===== config.mk =====
export PLATFORM = sky130hd
export DESIGN_NAME = rtc_bus_responder
export DESIGN_NICKNAME = d
export VERILOG_FILES = /design/src/rtl/rtc_pkg.sv /design/src/rtl/sync_edge.sv /design/src/rtl/rtc_bus_responder.sv
export SDC_FILE = /design/constraint.sdc
export NUM_CORES = 1
export LEC_CHECK = 0
export BUFFER_PORTS_ARGS = -buffer_cell sky130_fd_sc_hd__clkbuf_2
export CORE_MARGIN = 5
export CORE_UTILIZATION = 50
export DETAILED_ROUTE_END_ITERATION = 8
export HOLD_SLACK_MARGIN = 0.02
export PLACE_DENSITY_LB_ADDON = 0.25
export SETUP_SLACK_MARGIN = 0.3
export SLEW_MARGIN = 40
export SYNTH_ARGS = -nofsm -noshare
export SYNTH_HDL_FRONTEND = slang
export SYNTH_SLANG_ARGS = --single-unit

===== constraint.sdc =====
create_clock -name clk -period 6.4 [get_ports clk]
set_input_delay 0.64 -clock clk [delete_from_list [all_inputs] [get_ports clk]]
set_output_delay 0.64 -clock clk [all_outputs]
set_load 0.005 [all_outputs]

===== src/rtl/rtc_pkg.sv =====
// ----------------------------------------------------------------------------
// rtc_pkg
// Shared definitions for the RTC bus responder: register map addresses, the
// freeze bit position, the bus-decode FSM state type, and the BCD helpers
// used by the time/date/timer stepping logic.
// ----------------------------------------------------------------------------
package rtc_pkg;

   localparam logic [7:0] ADDR_CTRL  = 8'h00;
   localparam logic [7:0] ADDR_SEC   = 8'h21;
   localparam logic [7:0] ADDR_MIN   = 8'h22;
   localparam logic [7:0] ADDR_HOUR  = 8'h23;
   localparam logic [7:0] ADDR_DAY   = 8'h24;
   localparam logic [7:0] ADDR_MON   = 8'h25;
   localparam logic [7:0] ADDR_YEAR  = 8'h26;
   localparam logic [7:0] ADDR_TSEC  = 8'h41;
   localparam logic [7:0] ADDR_TMIN  = 8'h42;
   localparam logic [7:0] ADDR_THOUR = 8'h43;

   localparam int FREEZE_BIT = 4;

   typedef enum logic [1:0] {
      ST_IDLE,
      ST_ADDR,
      ST_WRITE,
      ST_READ
   } bus_state_e;

   // Number of days in a BCD month. The year is BCD too, so "mod 4 == 0"
   // means: even tens digit with ones in {0,4,8}, or odd tens with {2,6}.
   function automatic logic [7:0] month_len(input logic [7:0] month,
                                            input logic [7:0] year);
      logic leap;
      leap = year[4] ? (year[1:0] == 2'b10) : (year[1:0] == 2'b00);
      case (month)
         8'h04, 8'h06, 8'h09, 8'h11: month_len = 8'h30;
         8'h02:                      month_len = leap ? 8'h29 : 8'h28;
         default:                    month_len = 8'h31;
      endcase
   endfunction

   // BCD increment: returns {carry, value}. At or above max it wraps to min.
   // Using >= keeps out-of-range written values from running away.
   function automatic logic [8:0] bcd_inc(input logic [7:0] v,
                                          input logic [7:0] max,
                                          input logic [7:0] min);
      if (v >= max)
         bcd_inc = {1'b1, min};
      else if (v[3:0] >= 4'd9)
         bcd_inc = {1'b0, v[7:4] + 4'd1, 4'd0};
      else
         bcd_inc = {1'b0, v + 8'd1};
   endfunction

   // BCD decrement: returns {borrow, value}. 00 wraps to max with a borrow.
   function automatic logic [8:0] bcd_dec(input logic [7:0] v,
                                          input logic [7:0] max);
      if (v == 8'h00)
         bcd_dec = {1'b1, max};
      else if (v[3:0] == 4'd0)
         bcd_dec = {1'b0, v[7:4] - 4'd1, 4'd9};
      else
         bcd_dec = {1'b0, v - 8'd1};
   endfunction

endpackage


===== src/rtl/sync_edge.sv =====
// ----------------------------------------------------------------------------
// sync_edge
// Two-flop synchroniser for one asynchronous bit, plus single-cycle rising and
// falling edge pulses derived from the synchronised value.
// Ports:
//   clk      system clock
//   rst_n_i  asynchronous active-low reset
//   d_i      asynchronous input
//   q_o      synchronised level
//   rise_o   one-cycle pulse on a synchronised 0->1 transition
//   fall_o   one-cycle pulse on a synchronised 1->0 transition
// ----------------------------------------------------------------------------
module sync_edge #(
   // Strobes idle high; resetting to the idle level avoids a false edge.
   parameter logic RST_VAL = 1'b1
) (
   input  logic clk,
   input  logic rst_n_i,
   input  logic d_i,
   output logic q_o,
   output logic rise_o,
   output logic fall_o
);

   logic meta_q;
   logic sync_q;
   logic prev_q;

   always_ff @(posedge clk or negedge rst_n_i) begin
      if (!rst_n_i) begin
         meta_q <= RST_VAL;
         sync_q <= RST_VAL;
         prev_q <= RST_VAL;
      end else begin
         meta_q <= d_i;
         sync_q <= meta_q;
         prev_q <= sync_q;
      end
   end

   assign q_o    = sync_q;
   assign rise_o = sync_q & ~prev_q;
   assign fall_o = ~sync_q & prev_q;

endmodule


===== src/rtl/rtc_bus_responder.sv =====
// ----------------------------------------------------------------------------
// rtc_bus_responder
// Responder for the multiplexed RTC bus. Decodes address and data phases,
// holds a BCD register file (clock, date, countdown timer) and steps time
// once every TICK_DIV clock cycles unless frozen.
// Ports:
//   clk                      system clock
//   reset                    asynchronous active-low reset
//   cs_n, rd_n, wr_n, ad_n   asynchronous bus strobes (ad_n=0 address phase)
//   bus_in                   pad value of the shared address/data bus
//   bus_out                  read data (0x00 outside a read)
//   bus_oe                   pad output enable
//   timer_done               countdown has reached 00:00:00
// ----------------------------------------------------------------------------
module rtc_bus_responder
   import rtc_pkg::*;
#(
   parameter int CLK_HZ   = 100_000_000,
   parameter int TICK_DIV = CLK_HZ
) (
   input  logic       clk,
   input  logic       reset,
   input  logic       cs_n,
   input  logic       rd_n,
   input  logic       wr_n,
   input  logic       ad_n,
   input  logic [7:0] bus_in,
   output logic [7:0] bus_out,
   output logic       bus_oe,
   output logic       timer_done
);

   localparam int CNT_W = (TICK_DIV > 1) ? $clog2(TICK_DIV) : 1;
   localparam logic [CNT_W-1:0] TICK_LAST = CNT_W'(TICK_DIV - 1);

   // Strobe synchronisers: index 0 cs_n, 1 rd_n, 2 wr_n, 3 ad_n.
   logic [3:0] strobe_pad, strobe_s, strobe_rise, strobe_fall;
   logic       strobe_unused;
   assign strobe_pad = {ad_n, wr_n, rd_n, cs_n};

   for (genvar gi = 0; gi < 4; gi++) begin : g_sync
      sync_edge #(.RST_VAL(1'b1)) u_sync (
         .clk    (clk),
         .rst_n_i(reset),
         .d_i    (strobe_pad[gi]),
         .q_o    (strobe_s[gi]),
         .rise_o (strobe_rise[gi]),
         .fall_o (strobe_fall[gi])
      );
   end
   assign strobe_unused = ^{strobe_rise[3], strobe_rise[1:0], strobe_fall};

   logic cs_s, rd_s, ad_s, wr_rise, read_cond;
   assign cs_s      = strobe_s[0];
   assign rd_s      = strobe_s[1];
   assign ad_s      = strobe_s[3];
   assign wr_rise   = strobe_rise[2];
   assign read_cond = !cs_s && !rd_s && ad_s;

   logic [7:0] bus_m_q, bus_s_q;

   bus_state_e state_q, state_d;
   logic       addr_wr, data_wr;

   logic [7:0] addr_q, addr_d;
   logic       freeze_q, freeze_d;
   logic [7:0] sec_q, sec_d, min_q, min_d, hour_q, hour_d;
   logic [7:0] day_q, day_d, mon_q, mon_d, year_q, year_d;
   logic [7:0] tsec_q, tsec_d, tmin_q, tmin_d, thour_q, thour_d;
   logic       timer_done_q, timer_done_d;
   logic [CNT_W-1:0] tick_cnt_q, tick_cnt_d;
   logic       tick_pend_q, tick_pend_d;

   // Bus decode FSM. Address latch and data write are committed on the same
   // edge that leaves IDLE so the write lands 3 cycles after the pad edge.
   always_comb begin
      state_d = state_q;
      addr_wr = 1'b0;
      data_wr = 1'b0;
      case (state_q)
         ST_IDLE: begin
            if (wr_rise && !cs_s && !ad_s) begin
               state_d = ST_ADDR;
               addr_wr = 1'b1;
            end else if (wr_rise && !cs_s && ad_s) begin
               state_d = ST_WRITE;
               data_wr = 1'b1;
            end else if (read_cond) begin
               state_d = ST_READ;
            end
         end
         ST_ADDR, ST_WRITE: state_d = ST_IDLE;
         ST_READ:           if (!read_cond) state_d = ST_IDLE;
         default:           state_d = ST_IDLE;
      endcase
   end

   // Read mux
   logic [7:0] rd_data;
   always_comb begin
      rd_data = 8'h00;
      case (addr_q)
         ADDR_CTRL:  rd_data[FREEZE_BIT] = freeze_q;
         ADDR_SEC:   rd_data = sec_q;
         ADDR_MIN:   rd_data = min_q;
         ADDR_HOUR:  rd_data = hour_q;
         ADDR_DAY:   rd_data = day_q;
         ADDR_MON:   rd_data = mon_q;
         ADDR_YEAR:  rd_data = year_q;
         ADDR_TSEC:  rd_data = tsec_q;
         ADDR_TMIN:  rd_data = tmin_q;
         ADDR_THOUR: rd_data = thour_q;
         default:    rd_data = 8'h00;
      endcase
   end

   assign bus_oe     = (state_q == ST_READ);
   assign bus_out    = bus_oe ? rd_data : 8'h00;
   assign timer_done = timer_done_q;

   // Step candidates with the carry/borrow chain.
   logic [8:0] sec_n, min_n, hour_n, day_n, mon_n, year_n;
   logic [8:0] tsec_n, tmin_n, thour_n;
   assign sec_n   = bcd_inc(sec_q,  8'h59, 8'h00);
   assign min_n   = bcd_inc(min_q,  8'h59, 8'h00);
   assign hour_n  = bcd_inc(hour_q, 8'h23, 8'h00);
   assign day_n   = bcd_inc(day_q,  month_len(mon_q, year_q), 8'h01);
   assign mon_n   = bcd_inc(mon_q,  8'h12, 8'h01);
   assign year_n  = bcd_inc(year_q, 8'h99, 8'h00);
   assign tsec_n  = bcd_dec(tsec_q,  8'h59);
   assign tmin_n  = bcd_dec(tmin_q,  8'h59);
   assign thour_n = bcd_dec(thour_q, 8'h23);

   logic cy_hour, cy_day, cy_mon, cy_year, timer_zero;
   assign cy_hour    = sec_n[8] & min_n[8];
   assign cy_day     = cy_hour & hour_n[8];
   assign cy_mon     = cy_day & day_n[8];
   assign cy_year    = cy_mon & mon_n[8];
   assign timer_zero = (tsec_q == 8'h00) && (tmin_q == 8'h00) && (thour_q == 8'h00);

   // A pending (deferred) step is honoured even if freeze was just set, so a
   // tick colliding with a write is delayed by one cycle, never lost.
   logic tick_wrap, step_req, step;
   assign tick_wrap = (tick_cnt_q == TICK_LAST);
   assign step_req  = (tick_wrap && !freeze_q) || tick_pend_q;
   assign step      = step_req && !data_wr;

   always_comb begin
      addr_d       = addr_q;
      freeze_d     = freeze_q;
      sec_d        = sec_q;
      min_d        = min_q;
      hour_d       = hour_q;
      day_d        = day_q;
      mon_d        = mon_q;
      year_d       = year_q;
      tsec_d       = tsec_q;
      tmin_d       = tmin_q;
      thour_d      = thour_q;
      timer_done_d = timer_done_q;
      tick_cnt_d   = tick_wrap ? '0 : tick_cnt_q + 1'b1;
      tick_pend_d  = step_req && data_wr;

      if (addr_wr) addr_d = bus_s_q;

      if (data_wr) begin
         case (addr_q)
            ADDR_CTRL:  freeze_d = bus_s_q[FREEZE_BIT];
            ADDR_SEC:   sec_d  = bus_s_q;
            ADDR_MIN:   min_d  = bus_s_q;
            ADDR_HOUR:  hour_d = bus_s_q;
            ADDR_DAY:   day_d  = bus_s_q;
            ADDR_MON:   mon_d  = bus_s_q;
            ADDR_YEAR:  year_d = bus_s_q;
            ADDR_TSEC:  begin tsec_d  = bus_s_q; timer_done_d = 1'b0; end
            ADDR_TMIN:  begin tmin_d  = bus_s_q; timer_done_d = 1'b0; end
            ADDR_THOUR: begin thour_d = bus_s_q; timer_done_d = 1'b0; end
            default:    ;
         endcase
      end

      if (step) begin
         sec_d = sec_n[7:0];
         if (sec_n[8]) min_d  = min_n[7:0];
         if (cy_hour)  hour_d = hour_n[7:0];
         if (cy_day)   day_d  = day_n[7:0];
         if (cy_mon)   mon_d  = mon_n[7:0];
         if (cy_year)  year_d = year_n[7:0];
         if (!timer_zero) begin
            tsec_d = tsec_n[7:0];
            if (tsec_n[8])              tmin_d  = tmin_n[7:0];
            if (tsec_n[8] && tmin_n[8]) thour_d = thour_n[7:0];
            // Only 00:00:01 can decrement to zero.
            if (tsec_q == 8'h01 && tmin_q == 8'h00 && thour_q == 8'h00)
               timer_done_d = 1'b1;
         end
      end
   end

   always_ff @(posedge clk or negedge reset) begin
      if (!reset) begin
         bus_m_q      <= 8'h00;
         bus_s_q      <= 8'h00;
         state_q      <= ST_IDLE;
         addr_q       <= 8'h00;
         freeze_q     <= 1'b0;
         sec_q        <= 8'h00;
         min_q        <= 8'h00;
         hour_q       <= 8'h00;
         day_q        <= 8'h01;
         mon_q        <= 8'h01;
         year_q       <= 8'h00;
         tsec_q       <= 8'h00;
         tmin_q       <= 8'h00;
         thour_q      <= 8'h00;
         timer_done_q <= 1'b0;
         tick_cnt_q   <= '0;
         tick_pend_q  <= 1'b0;
      end else begin
         bus_m_q      <= bus_in;
         bus_s_q      <= bus_m_q;
         state_q      <= state_d;
         addr_q       <= addr_d;
         freeze_q     <= freeze_d;
         sec_q        <= sec_d;
         min_q        <= min_d;
         hour_q       <= hour_d;
         day_q        <= day_d;
         mon_q        <= mon_d;
         year_q       <= year_d;
         tsec_q       <= tsec_d;
         tmin_q       <= tmin_d;
         thour_q      <= thour_d;
         timer_done_q <= timer_done_d;
         tick_cnt_q   <= tick_cnt_d;
         tick_pend_q  <= tick_pend_d;
      end
   end

endmodule


**Yosys cells after proc, flatten, opt, wreduce, memory -nomap -nowiden**

Cells that the tools add are included.

- Word-level logic and storage cells: 199
- Output and inout bits: 10
- Input bits: 14
- Register bits: 137

- Equality and inequality tests: 22
- Multiplexer cells: 78
- $lt $le $gt $ge: 12
- Add/subtract/negate cells: 19
- Bitwise operators: 6
- Reduce and logical (&&, ||, !) cells: 36

Operator list:

| cell | count |
|---|---|
| two-way mux 8 bit | 49 |
| two-way mux 9 bit | 7 |
| adder 8 x 1 -> 8 bit, second input constant | 6 |
| == test 8 x 6 -> 1 bit, second input constant | 6 |
| case mux 4 bit (9 select lines) | 1 |
| zero test 8 bit | 4 |
| adder 27 x 1 -> 27 bit, second input constant | 1 |
| == test 27 bit, second input constant | 1 |
| two-way mux 27 bit | 1 |
| case mux 3 bit (9 select lines) | 1 |
| adder 4 x 1 -> 4 bit, second input constant | 6 |
| == test 8 x 7 -> 1 bit, second input constant | 3 |
| greater-or-equal comparator 4 bit, second input constant | 6 |
| subtractor 8 x 1 -> 8 bit, second input constant | 3 |
| == test 8 x 3 -> 1 bit, second input constant | 2 |
| greater-or-equal comparator 8 x 7 -> 1 bit, second input constant | 2 |
| logical AND 1 bit | 13 |
| zero test 4 bit | 3 |
| two-way mux 1 bit | 12 |
| subtractor 4 x 1 -> 4 bit, second input constant | 3 |
| case mux 1 bit (10 select lines) | 1 |
| case mux 5 bit (2 select lines) | 1 |
| == test 8 x 1 -> 1 bit, second input constant | 1 |
| == test 8 x 2 -> 1 bit, second input constant | 1 |
| 22 further kinds | 39 |

**Logic depth before layout (Yosys ltp)**

Gate-level depths: netlist of run 1.

- Word-level depth: 11
- Mapped depth: 14
- Mapped depth without buffers: 13

**Cells and area by module**

Synthesis of run 1 repeated with hierarchy kept, for this count alone.

- Cells, all modules: 900
- Area total of the unflattened synthesis: 8479.4 µm²

Modules (own cells, without submodules):

| module | times used | cells an instance | seq. area each (µm²) | area each (µm²) |
|---|---|---|---|---|
| rtc_bus_responder | 1 | 880 | 3205.6 | 8104.0 |
| sync_edge | 4 | 5 | 78.8 | 93.8 |

**Worst setup path before layout of run 1**

No wires, ideal clock.

- Kind: reg-to-reg
- From: register mon_q[0]
- To: register mon_q[2]
- Period minus slack after synthesis: 3.005 ns
- Library setup time: 0.134 ns
- Arrival: 2.871 ns
- Buffers on the path: 1
- Cell stages (with the launch flop): 15
- Data required time: 6.266 ns
- Setup slack: 3.395 ns
- Cell sequence: dfstp_2 > inv_1 > ha_1 > o211ai_1 > a21oi_1 > o21ai_0 > mux2_2 > ha_1 > nor4b_1 > o211ai_1 > o211ai_1 > nor4_4 > buf_4 > a32oi_1 > o211ai_1

- Longest elaborated chain between the ends: 8
- Elaborated cells between the ends (all ways): 17
- Classes of those cells: add/sub (1); order compare (3); eq/ne (5); mux (6); bitwise (1); reduce/logical (1)

Ends and longest elaborated chain:

| item | line | RTL |
|---|---|---|
| from (decl) | rtc_bus_responder.sv:68 | `logic [7:0] day_q, day_d, mon_q, mon_d, year_q, year_d;` |
| from (signal assigned) | rtc_bus_responder.sv:229 | `mon_q <= mon_d;` |
| == test 8 x 3 -> 1 bit, or another cell as far along | rtc_pkg.sv:35 | `case (month)` |
| OR reduction 4 bit | rtc_pkg.sv:35 |  |
| case mux 5 bit (2 select lines) | rtc_pkg.sv:35 |  |
| greater-or-equal comparator 8 bit | rtc_pkg.sv:47 | `if (v >= max)` |
| two-way mux 9 bit | rtc_pkg.sv:47 |  |
| bitwise AND 1 bit | rtc_bus_responder.sv:137 | `assign cy_mon = cy_day & day_n[8];` |
| two-way mux 8 bit * | rtc_bus_responder.sv:187 | `if (cy_mon) mon_d = mon_n[7:0];` |
| two-way mux 8 bit * | rtc_bus_responder.sv:182 | `if (step) begin` |
| named net mon_d[2] | rtc_bus_responder.sv:68 |  |

The timed path passes the listed nets; every way through them passes the cells marked *.
A chain may end at the register's enable or synchronous reset.

**Worst setup path in the final report of run 1**

- From: register mon_q[0]
- To: register year_q[0]

- Longest elaborated chain between the ends: 9
- Elaborated cells between the ends (all ways): 15
- Classes of those cells: order compare (2); eq/ne (5); mux (5); bitwise (2); reduce/logical (1)

Ends and longest elaborated chain:

| item | line | RTL |
|---|---|---|
| == test 8 x 3 -> 1 bit, or another cell as far along | rtc_pkg.sv:35 |  |
| OR reduction 4 bit | rtc_pkg.sv:35 |  |
| case mux 5 bit (2 select lines) | rtc_pkg.sv:35 |  |
| greater-or-equal comparator 8 bit | rtc_pkg.sv:47 |  |
| two-way mux 9 bit | rtc_pkg.sv:47 |  |
| bitwise AND 1 bit | rtc_bus_responder.sv:137 |  |
| bitwise AND 1 bit * | rtc_bus_responder.sv:138 | `assign cy_year = cy_mon & mon_n[8];` |
| two-way mux 8 bit * | rtc_bus_responder.sv:188 | `if (cy_year) year_d = year_n[7:0];` |
| two-way mux 8 bit * | rtc_bus_responder.sv:182 |  |
| named net year_d[0] | rtc_bus_responder.sv:68 |  |
| to (signal assigned) | rtc_bus_responder.sv:230 | `year_q <= year_d;` |
| to (decl) | rtc_bus_responder.sv:68 |  |

Marked as above.

==> run summary, run 1 <==
Total grt overflow = 0
Proportion of power drawn by combinational gates = 10.2%
Delay contributed by the slowest stage of the critical path = 650 ps
Yosys warnings = 0
Fillcell total = 1447
Fin worst setup slack = 2550 ps
Share of power burned in the clock network = 45.0%
Fraction of final layout cells with drive strength greater than 1 = 12.0%
Most common cell on crit path = o211ai_1
Register with the highest flop count = tick_cnt_q
Average vias per placed instance = 6.19
Worst setup EP type = register
Syn_nets = 966
Die area = 19400 sq um
Slowest stage cell, crit path = nor4_4
Highest ir drop seen on vdd = 273 uV
Power Density = 236 nW/um^2
Horizontal die dimension = 139 um
Remaining routing DRC violations = 0
Vertical die dimension = 139 um
Clk_lat worst skew = 440 ps
Clk_skew = 16.8 ps
Post-synthesis average cell area = 9.22 sq um
Cell Area, Synth = 8380 sq um
Sink Count = 137
Post-Syn Instances = 909
IO buf count = 23
Cell-by-cell listing of the critical path = inv_1 > ha_1 > o211ai_1 > a21oi_1 > o21ai_0 > nor2b_1 > ha_1 > nand3_1 > o211ai_1 > o211ai_1 > nor4_4 > nand2_2 > a21o_1
CTS tree = built
Number of vias after detailed routing = 7126
Max FO, Critical Path = 14
Class of the worst hold path = in -> async
Max FFs per register = 27
Dpl ws = 2660 ps
Total power = 2.19 mW
Deepest clock path buffer count = 2
Number of global-route vias before repair = 6705
Count of standard-cell rows = 47
Clk slew on worst S/H paths = 70 ps
Final Critical Period = 3850 ps
Largest net degree at the start of global routing = 73
Top-area cell type share of the netlist area = 37.6%
Number of failing hold endpoints at the final stage = 0
Sum of routed wire length over all layers = 22100 um
Reg2Reg Capture Point = year_q[0]
Kind of start point of the critical path = register
R2r worst-path depth = 13
Worst setup path class = reg -> reg
Number of setup buffers added after CTS = 0
Setup slack of the worst register-to-register path = 2550 ps
Io pins = 24
Setup total negative slack = 0 ps
Proportion of total power due to net switching = 29.6%
Number of gates resized after cts = 0
Number of H-tree levels = 4
Commonest cells after routing, fill and taps aside = dfrtp_1 (126), nand2_1 (88), nor2_1 (58), a21oi_1 (55), o21ai_0 (55)
Post-placement cell area = 8670 sq um
Leading area contributor after synthesis = dfrtp_1
Dominant cells by area after synthesis = dfrtp_1 (38%), ha_1 (6.4%), nand2_1 (3.9%)
Final weighted congestion of routability-driven global placement = 0.960
Final clock period utilization by the worst path = 60.1%
RSZ-0062 raised after global routing = no
Worst endpoint required time = 6730 ps
Root Driver = clkbuf_16
CP arrival = 4180 ps
Per-cell routed wire length = 19.2 um
Leakage power total = 3.91 nW
Total setup violations reported at the end of the flow = 0
Least-Margin Pin Slew = 851 ps
Hold-fix buffer count after cts = 0
Final Slew Violations = 0
Count of antenna-violating nets left after detailed routing = 0
Share of synthesized area occupied by flip-flops and latches = 41.1%
Area of all placed cells without fillers = 9260 sq um
Most frequent standard cell in the layout excluding fill and tap cells = dfrtp_1
Most used DFF post-synth = dfrtp_1
Nets = 975
Worst slew slack as a fraction of its limit = 43.1%
Achievable Freq = 260 MHz
Switching power total = 0.648 mW
Initial antenna violation count = 0
First-pass GRT wire length = 36000 um
Floorplan core area = 16500 sq um
Number of buffers inserted during clock tree synthesis = 17
Count of max-cap constraint violations = 0
Proportion of register bits with asynchronous set or reset after synthesis = 100%
Antenna diode count = 0
Synthesis-stage register bit count = 137
DP Wirelength = 15200 um
Worst hold margin = 213 ps
DR iter-0 viols = 918
Status = finished, final reports clean
Synthesis-to-finish area growth = 10.5%
Sequential Power Share = 44.8%
Count of flip-flops with a built-in enable after synthesis = 0
Number of distinct standard cells referenced by the synthesized netlist = 75
Drt pass-1 iters = 7
Overall Global Routing Usage = 23.1%
Internal portion of total power = 1.54 mW
FF-to-FF Start = mon_q[0]
Starting density of the core = 50.7%
layout make-up:
| cell class | instances | area [sq um] | area share (%) |
|---|---|---|---|
| inverter | 44 | 165 | 1.78 |
| clock inverter | 15 | 154 | 1.66 |
| sequential | 137 | 3440 | 37.2 |
| clock buffer | 17 | 425 | 4.60 |
| multi-input combinational | 690 | 4630 | 50.0 |
| timing repair buffer | 28 | 163 | 1.76 |
| tap | 220 | 275 | 2.97 |
power groups by stage:
| stage | combinational, mW | sequential, mW | clock (mW) |
|---|---|---|---|
| detailed placement | 0.218 | 0.992 | 0 |
| global placement | 0.212 | 0.989 | 0 |
| floorplan | 0.179 | 0.948 | 0 |
| CTS | 0.221 | 0.976 | 1.00 |
| global route | 0.251 | 0.986 | 1.04 |
| finish | 0.224 | 0.979 | 0.984 |
cell families after synthesis:
logic type | synth area share, %
DFF | 41.1
adders and majority gates | 6.42
and+or+nand+nor | 22.9
buffers and inverters | 3.87
muxes | 5.15
xor gates and xnor gates | 2.20
AOI/OAI and AO/OA | 18.4
worst max-delay path by stage:
stage               cells after the start  startpoint   endpoint  slack [ps]
global placement                       13    mon_q[0]  year_q[0]        2780
CTS                                    13    mon_q[0]  year_q[0]        2600
detailed placement                     13    mon_q[0]  year_q[0]        2660
global route                           13    mon_q[0]  year_q[2]        2270
finish                                 13    mon_q[0]  year_q[0]        2550
floorplan                              14    mon_q[0]   mon_q[2]        3400
Yosys cell counts (8+ instances only):
| cell type | instances |
|---|---|
| a22oi_1 | 24 |
| clkbuf_1 | 24 |
| dfstp_2 | 11 |
| nand3_1 | 52 |
| nand2_1 | 88 |
| mux2_2 | 17 |
| nor4_1 | 8 |
| xor2_1 | 9 |
| o21ai_0 | 55 |
| and2_1 | 11 |
| xnor2_1 | 12 |
| inv_1 | 44 |
| and3_1 | 18 |
| a21oi_1 | 55 |
| nand4_1 | 15 |
| dfrtp_1 | 126 |
| o22ai_1 | 16 |
| ha_1 | 43 |
| nor2_1 | 58 |
| o211ai_1 | 10 |
| nor3_1 | 34 |
| nor2b_1 | 11 |
| mux2i_1 | 24 |
critical path: cells and delay by family, from the launching register on:
family	cells	cell delay, ps
AOI/OAI and AO/OA	6	1390
adders and majority gates	2	410
buffers and inverters	1	100
DFF	1	600
and+or+nand+nor	4	1260
layer usage:
metal  global-route usage (%)  wire length (um)  vias up
li1                         -                 -     3377
met1                     33.5              9970     3433
met2                     34.4             10100      286
met3                     5.15              1680       30
met4                     7.36               392        0
met5                        0                 0        -
per-stage QoR:
step                std cells  util, %
floorplan                 909        -
global placement         1119     52.4
CTS                      1151     56.0
finish                   1151     56.0
global route             1151     56.0
detailed placement       1119     52.5
No activity file was read; power rests on OpenSTA's default activity.
==> run 2: changes to the inputs <==
- clock period: 6.4 -> 3.9 ns (I/O delays scaled with it)
==> run 2 against run 1 <==
  * Maximum frequency rose by 13%
  * Sequential share of layout area shrank 0.53 points
  * Global-route usage grew 0.44 points
  * Sequential power increased by 64%
  * Routed wire length rose by 2.1%
  * Worst hold slack got worse by 190 ps
  * Critical endpoint is now mon_q[0]
==> run summary, run 2 (synthesis results as in run 1) <==
Worst hold margin = 28.0 ps (-185 ps)
Initial antenna violation count = 0 (unchanged)
Final Critical Period = 3400 ps (-446 ps)
Horizontal die dimension = 139 um (unchanged)
Class of the worst hold path = in -> async
Number of failing hold endpoints at the final stage = 0 (unchanged)
Nets = 989 (+1.4%)
Root Driver = clkbuf_16
Most frequent standard cell in the layout excluding fill and tap cells = dfrtp_1
Clk slew on worst S/H paths = 60 ps (about the same)
Final weighted congestion of routability-driven global placement = 0.926 (-3.5%)
CP arrival = 3750 ps (-430 ps)
Worst slew slack as a fraction of its limit = 45.2% (+2.1 points)
Setup total negative slack = 0 ps (unchanged)
Instance count after placement with tap cells included = 1129 (+0.89%)
Antenna diode count = 0 (unchanged)
Worst setup path class = reg -> reg
Sum of routed wire length over all layers = 22600 um (+2.1%)
Vertical die dimension = 139 um (unchanged)
Delay contributed by the slowest stage of the critical path = 590 ps (-60 ps)
Deepest clock path buffer count = 2 (unchanged)
Kind of start point of the critical path = register
Number of H-tree levels = 4 (unchanged)
Worst endpoint required time = 4240 ps (-2490 ps)
Slowest stage cell, crit path = dfstp_2
Die area = 19400 sq um (unchanged)
Number of global-route vias before repair = 6876 (+2.6%)
Count of antenna-violating nets left after detailed routing = 0 (unchanged)
Floorplan core area = 16500 sq um (unchanged)
Remaining routing DRC violations = 0 (unchanged)
Most common cell on crit path = o211ai_1
Least-Margin Pin Slew = 816 ps (-35.1 ps)
Clk_skew = 10.0 ps (-6.75 ps)
Sink Count = 137 (unchanged)
Overall Global Routing Usage = 23.5% (+0.44 points)
DR iter-0 viols = 682 (-26%)
Io pins = 24 (unchanged)
Average vias per placed instance = 6.24 (+0.78%)
Per-cell routed wire length = 19.4 um (+0.83%)
Critical path buffer and inverter count = 3 (+2)
Leakage power total = 3.98 nW (+1.8%)
Cell-by-cell listing of the critical path = inv_1 > ha_1 > o211ai_1 > a21oi_1 > o21ai_2 > nor2b_1 > ha_1 > nand3_1 > o211ai_1 > o211ai_1 > buf_4 > buf_4 > or4_1 > nor3_1 > a21oi_1
Worst setup EP type = register
RSZ-0062 raised after global routing = no
Total setup violations reported at the end of the flow = 0 (unchanged)
Number of buffers inserted during clock tree synthesis = 17 (unchanged)
Number of vias after detailed routing = 7269 (+2.0%)
Achievable Freq = 294 MHz (+13%)
Highest ir drop seen on vdd = 323 uV (+18%)
Status = finished, final reports clean
Total grt overflow = 0 (unchanged)
Gate family responsible for the most delay along the worst path = compound AO/OA/AOI/OAI gates
Power Density = 390 nW/um^2 (+65%)
Register with the highest flop count = tick_cnt_q
Final Slew Violations = 0 (unchanged)
Max FFs per register = 27 (unchanged)
Max FO, Critical Path = 7 (-7)
Non-Filler Instances = 1165 (+1.2%)
FF-to-FF Start = mon_q[0]
Hold-fix buffer count after cts = 0 (unchanged)
Synthesis-to-finish area growth = 12.1%
Starting density of the core = 50.7% (unchanged)
First-pass GRT wire length = 37000 um (+2.8%)
Clk_lat worst skew = 420 ps (-20 ps)
Fraction of final layout cells with drive strength greater than 1 = 13.4% (+1.4 points)
Largest net degree at the start of global routing = 90 (+23%)
IO buf count = 23 (unchanged)
Drt pass-1 iters = 6 (-1)
CTS tree = built
Count of standard-cell rows = 47 (unchanged)
Count of max-cap constraint violations = 0 (unchanged)
Final clock period utilization by the worst path = 87.3% (+27 points)
DP Wirelength = 15700 um (+3.0%)
Commonest cells after routing, fill and taps aside = dfrtp_1 (126), nand2_1 (88), nor2_1 (58), a21oi_1 (55), o21ai_0 (54)
Worst setup startpoint = mon_q[0]
[run 2: cell types whose count changed in the layout (fill, tap and decap cells not counted), moves of 2 or more]
cell	delta
buf_4	+14
inv_6	-3
clkinvlp_4	+3
inv_8	-4
bufinv_16	+2
clkbuf_8	+2
nor4b_2	+2
[run 2: area by class of cell]
class	count	area, sq um
clock inverter	13	166
inverter	44	165
tap	220	275
sequential	137	3440
clock buffer	19	443
timing repair buffer	42	270
fill	1496	7130
multi-input combinational	690	4630
[run 2: stage by stage]
step | cell area, sq um | util, % | setup slack, ps | total power [mW]
after global placement | 8730 | 52.8 | 207 | 1.98
final | 9390 | 56.8 | 497 | 3.66
after global routing | 9390 | 56.8 | 304 | 3.81
after floorplan | 8380 | - | 895 | 1.85
after CTS | 9360 | 56.6 | 400 | 3.67
after detailed placement | 8730 | 52.8 | 84.3 | 1.99
[run 2: worst paths after layout]
check | endpoint | slack (ps) | depth (start not counted)
hold reg to reg | bus_s_q[4] | 350 | 0
hold / removal | tick_cnt_q[0] | 30 | 1
setup / recovery | mon_q[0] | 500 | 15
setup reg to reg | mon_q[0] | 500 | 15
max in group asynchronous | g_sync[3].u_sync.q_o | 3000 | 2
min in group clk | g_sync[0].u_sync.meta_q | 50 | 1
[run 2: timing repair]
| action | CTS | global route |
|---|---|---|
| resized for setup | 1 | 3 |
| setup endpoints to repair | 12 | 4 |
| setup buffers | 3 | 1 |
| pin swaps | 2 | 1 |
[run 2: metal layers]
| layer | GRT usage, % | share of wire (%) | vias up |
|---|---|---|---|
| li1 | - | - | 3417 |
| met2 | 35.4 | 45 | 252 |
| met4 | 9.32 | 3.0 | 0 |
| met5 | 0 | 0 | - |
| met1 | 33.2 | 45 | 3552 |
| met3 | 4.91 | 7.0 | 48 |
[run 2: where the power goes]
part           switching, mW  internal (mW)  total (mW)
sequential             0.119           1.49        1.61
combinational          0.234          0.137       0.372
clock                  0.652           1.03        1.68
